**src/rtl/a_dly_pkg.sv**
```systemverilog
// Shared types and helpers for the a_dly_line delay line.
package a_dly_pkg;

  // Settle FSM states
  typedef enum logic {
    ST_RUN    = 1'b0,
    ST_SETTLE = 1'b1
  } dly_state_e;

  // Requests beyond the deepest stage saturate at the deepest stage
  function automatic int unsigned clamp_sel(input int unsigned sel, input int unsigned max_sel);
    return (sel > max_sel) ? max_sel : sel;
  endfunction

  // Even-parity bit: makes the total count of ones even. Zero-extended
  // inputs keep their parity, so narrower samples can be passed in directly.
  function automatic logic even_par(input logic [63:0] v);
    return ^v;
  endfunction

endpackage

```
**src/rtl/a_dly_stage.sv**
```systemverilog
// One delay-line stage: {vld, dat[, par]} register.
// Optional parity storage is enabled by the A_DLY_LINE_PAR_EN macro.
module a_dly_stage #(
  parameter int WIDTH = 8
) (
  input  logic             clk,
  input  logic             rst,
  input  logic             en,
  input  logic             kill,
  input  logic             d_vld,
  input  logic [WIDTH-1:0] d_dat,
`ifdef A_DLY_LINE_PAR_EN
  input  logic             d_par,
  output logic             q_par,
`endif
  output logic             q_vld,
  output logic [WIDTH-1:0] q_dat
);

  logic             vld_q, vld_d;
  logic [WIDTH-1:0] dat_q, dat_d;
`ifdef A_DLY_LINE_PAR_EN
  logic             par_q, par_d;
`endif

  // Advance on en; kill drops the valid whether or not the stage advances
  always_comb begin
    vld_d = vld_q;
    dat_d = dat_q;
`ifdef A_DLY_LINE_PAR_EN
    par_d = par_q;
`endif
    if (en) begin
      vld_d = d_vld & ~kill;
      dat_d = d_dat;
`ifdef A_DLY_LINE_PAR_EN
      par_d = d_par;
`endif
    end else if (kill) begin
      vld_d = 1'b0;
    end
  end

  // Stage register with synchronous reset
  always_ff @(posedge clk) begin
    if (rst) begin
      vld_q <= 1'b0;
      dat_q <= '0;
`ifdef A_DLY_LINE_PAR_EN
      par_q <= 1'b0;
`endif
    end else begin
      vld_q <= vld_d;
      dat_q <= dat_d;
`ifdef A_DLY_LINE_PAR_EN
      par_q <= par_d;
`endif
    end
  end

  assign q_vld = vld_q;
  assign q_dat = dat_q;
`ifdef A_DLY_LINE_PAR_EN
  assign q_par = par_q;
`endif

endmodule

```
**src/rtl/a_dly_line.sv**
```systemverilog
// Run-time selectable multi-bit delay line with valid, stall, flush and
// a settle FSM that blanks out_vld after every delay change.
// Optional per-stage parity and out_perr port: define A_DLY_LINE_PAR_EN.
//
// state     | meaning
// ----------+-------------------------------------------------------
// ST_RUN    | delay stable, out_vld follows the selected tap
// ST_SETTLE | delay just changed, out_vld forced 0 while pipe refills
module a_dly_line
  import a_dly_pkg::*;
#(
  parameter  int WIDTH     = 8,
  parameter  int MAX_DELAY = 8,
  localparam int SEL_W     = $clog2(MAX_DELAY + 1)
) (
  input  logic             clk,
  input  logic             rst,
  input  logic             en,
  input  logic             flush,
  input  logic [SEL_W-1:0] dly_sel,
  input  logic [WIDTH-1:0] in_dat,
  input  logic             in_vld,
  output logic [WIDTH-1:0] out_dat,
  output logic             out_vld,
  output logic             busy,
  output logic [SEL_W-1:0] cur_dly
`ifdef A_DLY_LINE_PAR_EN
  ,
  output logic             out_perr
`endif
);

  dly_state_e       state_q, state_d;
  logic [SEL_W-1:0] cur_dly_q, cur_dly_d;
  logic [SEL_W-1:0] cnt_q, cnt_d;
  logic [SEL_W-1:0] sel_cl;
  logic             chg;

  logic             stg_vld [MAX_DELAY];
  logic [WIDTH-1:0] stg_dat [MAX_DELAY];
`ifdef A_DLY_LINE_PAR_EN
  logic             stg_par [MAX_DELAY];
`endif

  assign sel_cl = SEL_W'(clamp_sel(32'(dly_sel), int'(MAX_DELAY)));

  // Settle FSM next state; a new delay (re)starts SETTLE from either state
  always_comb begin
    state_d   = state_q;
    cur_dly_d = cur_dly_q;
    cnt_d     = cnt_q;
    chg       = en && (sel_cl != cur_dly_q);
    unique case (state_q)
      ST_RUN: begin
        if (chg) begin
          state_d   = ST_SETTLE;
          cur_dly_d = sel_cl;
          cnt_d     = sel_cl;
        end
      end
      ST_SETTLE: begin
        if (chg) begin
          cur_dly_d = sel_cl;
          cnt_d     = sel_cl;
        end else if (en) begin
          // Leaving on count 1 or 0 makes a zero delay still settle one cycle
          if (cnt_q <= SEL_W'(1)) begin
            state_d = ST_RUN;
            cnt_d   = '0;
          end else begin
            cnt_d = cnt_q - 1'b1;
          end
        end
      end
      default: state_d = ST_RUN;
    endcase
  end

  // Settle FSM registers
  always_ff @(posedge clk) begin
    if (rst) begin
      state_q   <= ST_RUN;
      cur_dly_q <= '0;
      cnt_q     <= '0;
    end else begin
      state_q   <= state_d;
      cur_dly_q <= cur_dly_d;
      cnt_q     <= cnt_d;
    end
  end

  // Stage chain; a delay change kills everything already in flight but
  // lets the current input into the head stage
  for (genvar k = 0; k < MAX_DELAY; k++) begin : g_stage
    logic             v_in;
    logic [WIDTH-1:0] d_in;
    logic             kill;
`ifdef A_DLY_LINE_PAR_EN
    logic             p_in;
`endif
    if (k == 0) begin : g_head
      assign v_in = in_vld;
      assign d_in = in_dat;
      assign kill = flush;
`ifdef A_DLY_LINE_PAR_EN
      assign p_in = even_par(64'(in_dat));
`endif
    end else begin : g_tail
      assign v_in = stg_vld[k-1];
      assign d_in = stg_dat[k-1];
      assign kill = flush | chg;
`ifdef A_DLY_LINE_PAR_EN
      assign p_in = stg_par[k-1];
`endif
    end

    a_dly_stage #(.WIDTH(WIDTH)) u_stage (
      .clk   (clk),
      .rst   (rst),
      .en    (en),
      .kill  (kill),
      .d_vld (v_in),
      .d_dat (d_in),
`ifdef A_DLY_LINE_PAR_EN
      .d_par (p_in),
      .q_par (stg_par[k]),
`endif
      .q_vld (stg_vld[k]),
      .q_dat (stg_dat[k])
    );
  end

  logic             tap_vld;
  logic [WIDTH-1:0] tap_dat;
`ifdef A_DLY_LINE_PAR_EN
  logic             tap_par;
  logic             tap_byp;
`endif

  // Output tap select; delay 0 bypasses the stages combinationally
  always_comb begin
    tap_vld = in_vld;
    tap_dat = in_dat;
`ifdef A_DLY_LINE_PAR_EN
    tap_par = 1'b0;
    tap_byp = 1'b1;
`endif
    for (int k = 0; k < MAX_DELAY; k++) begin
      if (cur_dly_q == SEL_W'(k + 1)) begin
        tap_vld = stg_vld[k];
        tap_dat = stg_dat[k];
`ifdef A_DLY_LINE_PAR_EN
        tap_par = stg_par[k];
        tap_byp = 1'b0;
`endif
      end
    end
  end

  assign busy    = (state_q == ST_SETTLE);
  assign cur_dly = cur_dly_q;
  assign out_dat = tap_dat;
  assign out_vld = tap_vld & ~busy;
`ifdef A_DLY_LINE_PAR_EN
  assign out_perr = ~tap_byp & out_vld & (even_par(64'(tap_dat)) ^ tap_par);
`endif

endmodule

```
**config.mk**
```make
export PLATFORM = sky130hd
export DESIGN_NAME = a_dly_line
export DESIGN_NICKNAME = d
export VERILOG_FILES = /design/src/rtl/a_dly_pkg.sv /design/src/rtl/a_dly_stage.sv /design/src/rtl/a_dly_line.sv
export SDC_FILE = /design/constraint.sdc
export NUM_CORES = 1
export LEC_CHECK = 0
export BUFFER_PORTS_ARGS = -buffer_cell sky130_fd_sc_hd__buf_2
export CORE_MARGIN = 1
export CORE_UTILIZATION = 62
export CTS_BUF_LIST = sky130_fd_sc_hd__clkbuf_8 sky130_fd_sc_hd__clkbuf_16
export CTS_CLUSTER_SIZE = 28
export DETAILED_ROUTE_END_ITERATION = 7
export HOLD_SLACK_MARGIN = 0.02
export PLACE_DENSITY = 0.9
export SETUP_SLACK_MARGIN = 0.1
export SYNTH_ARGS = -nofsm -noshare
export SYNTH_HDL_FRONTEND = slang
export SYNTH_HIERARCHICAL = 1
export SYNTH_SLANG_ARGS = --single-unit
```
**constraint.sdc**
```tcl
create_clock -name clk -period 5.7 [get_ports clk]
set_input_delay 0.285 -clock clk [delete_from_list [all_inputs] [get_ports clk]]
set_output_delay 0.285 -clock clk [all_outputs]
set_load 0.02 [all_outputs]
```
==> metrics, run 1 <==
outcome=complete, but fails checks; failing checks=design-rule violations; Synth cell types=53; die area=between 7000 and 8000 um^2; synthesized area=around 4200 um^2; Final Worst Setup Slack=approximately 2.8 ns; setup TNS=0 ns; Hold Vio Cnt, Final=0; Net Sw Power=about 0.34 mW; EDFF count, synth=0; CTS tree=done; Setup Slack @ Placement=3.217 ns; Final Cell Area=about 4500 um^2; routability cong.=approximately 0.86; synth-to-layout area growth=6.766%; Vias=approximately 3500; P per Cell Area=around 270 nW/um^2; Worst-Margin Slew=between 0.8 and 0.9 ns; Top FF cell, synth=dfxtp_1; clk sinks=81; Seq pwr share=0.478; RSZ-0062 raised after global routing=false; crit path kind=flop to primary output; cell-internal power=0.8961 mW; most frequent cells in the layout=nor2_1 (97), dfxtp_1 (80), mux2i_1 (79), a21oi_1 (35), buf_2 (29); max_cap viols=0; worst-path fanout max=24; hold buffers post-CTS=0; R2R setup slack=approximately 3.2 ns; HP Class=input port to flop; sw frac=0.2742; Initial Utilization=0.6528; syn_nets=between 400 and 500; Metal-1 WL=~3900 um; combinational cell fraction of total power=0.141; Top Metal Used=met4; antenna violations before repair=0; pin count of the biggest net entering global routing=between 80 and 90; hold depth=2; Post-synth ARST share=0; Core Area=about 6500 um^2; CP arrival=between 2 and 3 ns; routed len/inst=about 16 um; CTS H-tree depth=3; clock root buffer=clkbuf_8; Post-DP HPWL=approximately 6000 um; first-pass GRT wire length=between 15000 and 20000 um; global route overflow=0; met3 WL=roughly 570 um; Mean Syn Cell Area=8.821 um^2; Max Root-Sink Buffers=2; Seq/Total Area, Yosys=0.3846; Yosys warnings=6; 1st-iter DRT viols=about 340; Clk pwr share=0.381; Reg clk slew, reported paths=approximately 0.08 ns; CTS Buf Count=9; Pins Over Slew Limit=0; Site Rows=29; slew margin rel.=0.4101; dpl cell area=4277 um^2; post_cts resized=0; critical path launch point type=flop; Final setup viols=0; CP endpoint kind=primary output; total track usage=0.2689; fin nets=roughly 500; Peak Freq=341.0 MHz; minimum clock period=approximately 2.9 ns; routed wl met2=roughly 4700 um; ANT nets after route=0; Placed Cells=around 550; Yosys reg bits=a little over 80; proportion of layout cells with a drive suffix above 1=0.1469; period utilisation layout=0.5145; vias per cell=6.235; die extent in y=84.47 um; I/O pins=31; port bufs=30; commonest non-fill, non-tap cell in the layout=nor2_1; fin cells=roughly 570; Post-CTS Setup Inserts=0; WP data required=~5.4 ns; vias in the first global route=3177; worst skew pair latency=~0.36 ns; worst reg-to-reg path cell count=7; Worst VDD drop=about 0.29 mV; Syn Inst Count=478; final WL=9258 um; leak pwr=approximately 1.9 nW; Pre-antenna DRT Iters=8; Clock Skews=between 0.008 and 0.009 ns; die width=about 84 um; Inserted Diodes=0; DRC viols=8
per-layer routing:
layer  global-route usage  vias to the layer above
met2               0.4680                      127
met4              0.07396                        0
li1                     -                     1696
met1               0.3271                     1697
met3              0.07571                       15
met5                    0                        -
registers in the layout (all words and copies together) (netlist names):
name,cells
cur_dly,4
g_stage.u_stage/q_vld,8
cnt_q,4
g_stage.u_stage/q_dat,64
busy,1
synthesized netlist by cell type (2+ instances only):
master / count / area [um^2]
nor2_1: 97 / 364.1
dfxtp_1: 81 / 1622
mux2i_1: 79 / 790.8
a21oi_1: 35 / 175.2
o21ai_0: 24 / 120.1
nand2_1: 17 / 63.81
buf_1: 12 / 45.04
buf_6: 9 / 101.4
clkbuf_1: 9 / 33.78
nand2b_1: 9 / 56.30
buf_2: 8 / 40.04
nor2b_1: 8 / 50.05
nor3_2: 8 / 80.08
inv_1: 6 / 22.52
a21o_1: 5 / 37.54
o22ai_1: 5 / 31.28
o211ai_1: 4 / 30.03
o221ai_1: 4 / 35.03
o22a_1: 4 / 35.03
a22oi_1: 3 / 22.52
a31oi_1: 3 / 18.77
nand3_1: 3 / 15.01
nor4_1: 3 / 18.77
or2_2: 3 / 18.77
ha_1: 2 / 25.02
mux2_2: 2 / 22.52
mux2_4: 2 / 30.03
nand4b_1: 2 / 17.52
nor3_1: 2 / 10.01
nor3b_1: 2 / 15.01
o21a_1: 2 / 15.01
o21bai_1: 2 / 15.01
o32ai_1: 2 / 17.52
xnor2_1: 2 / 17.52
kinds of logic (layout without fill, tap and decap cells):
| logic type | after synthesis | in the layout | share of synthesized area |
|---|---|---|---|
| xor gates and xnor gates | 2 | 2 | 0.004155 |
| buffers and inverters | 44 | 56 | 0.05757 |
| adders and majority gates | 2 | 2 | 0.005934 |
| DFF | 81 | 81 | 0.3846 |
| muxes | 84 | 84 | 0.2053 |
| AOI/OAI and AO/OA | 105 | 105 | 0.1608 |
| and+or+nand+nor | 160 | 160 | 0.1816 |
final cells by class:
cell class | instances | area [um^2]
clock buffers | 9 | 123.9
clock inverters | 7 | 101.3
fillers | 517 | 1957
inverters | 6 | 22.52
multi-input cells | 353 | 2352
flip-flops and latches | 81 | 1623
well taps | 77 | 96.34
repair buffers | 34 | 182.7
worst paths after layout:
path | start | end
worst max-delay path | cur_dly[2] | out_dat[1]
worst min register to register | g_stage[7].u_stage/q_dat[3] | g_stage[7].u_stage/q_dat[3]
worst max register to register | cur_dly[1] | g_stage[3].u_stage/q_vld
worst min-delay path | flush | g_stage[0].u_stage/q_vld
power groups by stage:
stage	registers (mW)	clock network [mW]	logic, mW
final	0.591	0.470	0.174
after global routing	0.592	0.509	0.189
after CTS	0.590	0.481	0.172
after detailed placement	0.603	0	0.171
after global placement	0.603	0	0.167
after floorplan	0.600	0	0.134
worst max-delay path, stage by stage, from the launching register on:
cell,delay (ns)
dfxtp_1,0.79
nor2b_1,0.64
nand3_1,0.32
o221ai_1,0.26
a21oi_1,0.09
buf_2,0.17
metrics by stage:
step,utilization,total power [mW],hold slack (ns)
finish,0.6970,1.235,0.09399
global route,0.6970,1.290,0.09104
CTS,0.6970,1.244,0.08516
detailed placement,0.6621,0.7741,0.4673
global placement,0.6621,0.7693,0.4702
floorplan,-,0.7343,0.3547
Note: power is estimated with default switching activity, not from simulation.
==> inputs of run 2 (changes only) <==
CORE_UTILIZATION = 60   (was 62)
PLACE_DENSITY = 0.87   (was 0.9)
clock period = 2.8 ns   (was 5.7 ns; I/O delays follow)
==> metrics, run 2 (synthesis results as in run 1) <==
outcome=finished, final reports clean; CTS Buf Count=9; CP endpoint kind=primary output; die width=around 86 um; global route overflow=0; most frequent cells in the layout=nor2_1 (97), mux2i_1 (79), dfxtp_1 (79), a21oi_1 (35), buf_2 (29); P per Cell Area=543.7 nW/um^2; worst skew pair latency=around 0.35 ns; Critical path buffers and inverters=1; slowest stage delay, CP=around 0.80 ns; Core Area=a little under 7000 um^2; die extent in y=85.83 um; Final setup viols=0; R2R setup slack=0.73 ns; Util after Layout=0.6722; vias per cell=between 6 and 7; Pins Over Slew Limit=0; port bufs=30; pin count of the biggest net entering global routing=between 40 and 50; Worst-Margin Slew=0.8194 ns; Site Rows=30; RSZ-0062 raised after global routing=false; ANT nets after route=0; WP data required=approximately 2.7 ns; vias in the first global route=roughly 3300; minimum clock period=~2.5 ns; busiest layer in global routing=met2; Initial Utilization=0.6206; routed len/inst=between 15 and 20 um; setup TNS=0 ns; commonest non-fill, non-tap cell in the layout=nor2_1; Clock Skews=0.01337 ns; Worst VDD drop=roughly 0.44 mV; CTS tree=done; Reg clk slew, reported paths=0.08 ns; synth-to-layout area growth=8.309%; CP arrival=around 2.4 ns; die area=between 7000 and 8000 um^2; worst-path fanout max=24; HP Class=input port to flop; crit path kind=flop to primary output; Post-DP HPWL=approximately 6400 um; antenna violations before repair=0; routability cong.=~0.9; Hold Vio Cnt, Final=0; Worst path slowest cell=dfxtp_1; Peak Freq=roughly 400 MHz; clk sinks=81; I/O pins=31; proportion of layout cells with a drive suffix above 1=0.1532; cell family with most CP delay=simple AND/OR/NAND/NOR gates; max_cap viols=0; critical path launch point type=flop; fin nets=about 500; total track usage=0.2660; clock root buffer=clkbuf_8; slew margin rel.=0.4538; Max Root-Sink Buffers=2; M3 GR Usage=0.06833; final WL=9456 um; worst path cell trace=or2_2, nand2_1, o211ai_1, nor2_1, nor4_1, buf_2; period utilisation layout=0.9061; # fillers=about 560; DRC viols=0; first-pass GRT wire length=between 15000 and 20000 um; CTS H-tree depth=3; Vias=approximately 3600; number of flip-flops in the largest register=64; leak pwr=about 1.9 nW; 1st-iter DRT viols=~400; Pre-antenna DRT Iters=5; met2 Usage GRT=0.4582; met1 Use GR=0.3162; Inserted Diodes=0
## run 2: what timing repair did
item | in CTS | in global routing
setup buffers | 0 | 0
gates resized for setup | 0 | 1
setup endpoints to repair | 0 | 1
hold buffers | 1 | 0
hold endpoints to repair | 1 | 0
## run 2: worst paths after layout
path	start	to	cells after the start
worst min register to register	g_stage[7].u_stage/q_dat[6]	g_stage[7].u_stage/q_dat[6]	2
worst max register to register	cur_dly[2]	g_stage[1].u_stage/q_vld	6
worst max-delay path	cur_dly[2]	out_vld	6
worst min-delay path	in_dat[4]	g_stage[0].u_stage/q_dat[4]	3
## run 2: final cells by class
class	instances	area (um^2)	area share
clock buffer	10	137.6	0.03014
clock inverter	5	72.57	0.01589
inverter	6	22.52	0.004932
multi-input combinational	353	2352	0.5151
sequential	81	1624	0.3556
tap	96	120.1	0.02630
timing repair buffer	41	237.7	0.05205
## run 2: per-stage QoR
stage,cells,setup WS (ns),total power [mW],hold slack [ns],area [um^2]
CTS,592,0.1728,2.496,0.06126,4566
finish,592,0.2628,2.483,0.06218,4567
detailed placement,576,0.5680,1.584,0.3284,4345
floorplan,478,0.6139,1.495,0.2097,4217
global placement,576,0.6375,1.574,0.3204,4345
global route,592,0.1691,2.583,0.08219,4567
## run 2: layer usage
| metal | vias to the layer above | share of wire |
|---|---|---|
| met2 | 128 | 0.52 |
| met4 | 0 | 0.019 |
| met3 | 14 | 0.056 |
| met5 | - | 0 |
| li1 | 1712 | - |
| met1 | 1713 | 0.41 |
## run 2: tightest hold or removal path: stages
cell and delay, ns:
buf_2 0.10, mux2i_1 0.07, nor2_1 0.07
## run 2: where the power goes
part / total [mW] / switching (mW) / internal (mW)
clock: 0.920 / 0.406 / 0.514
combinational: 0.357 / 0.214 / 0.143
sequential: 1.21 / 0.0316 / 1.17
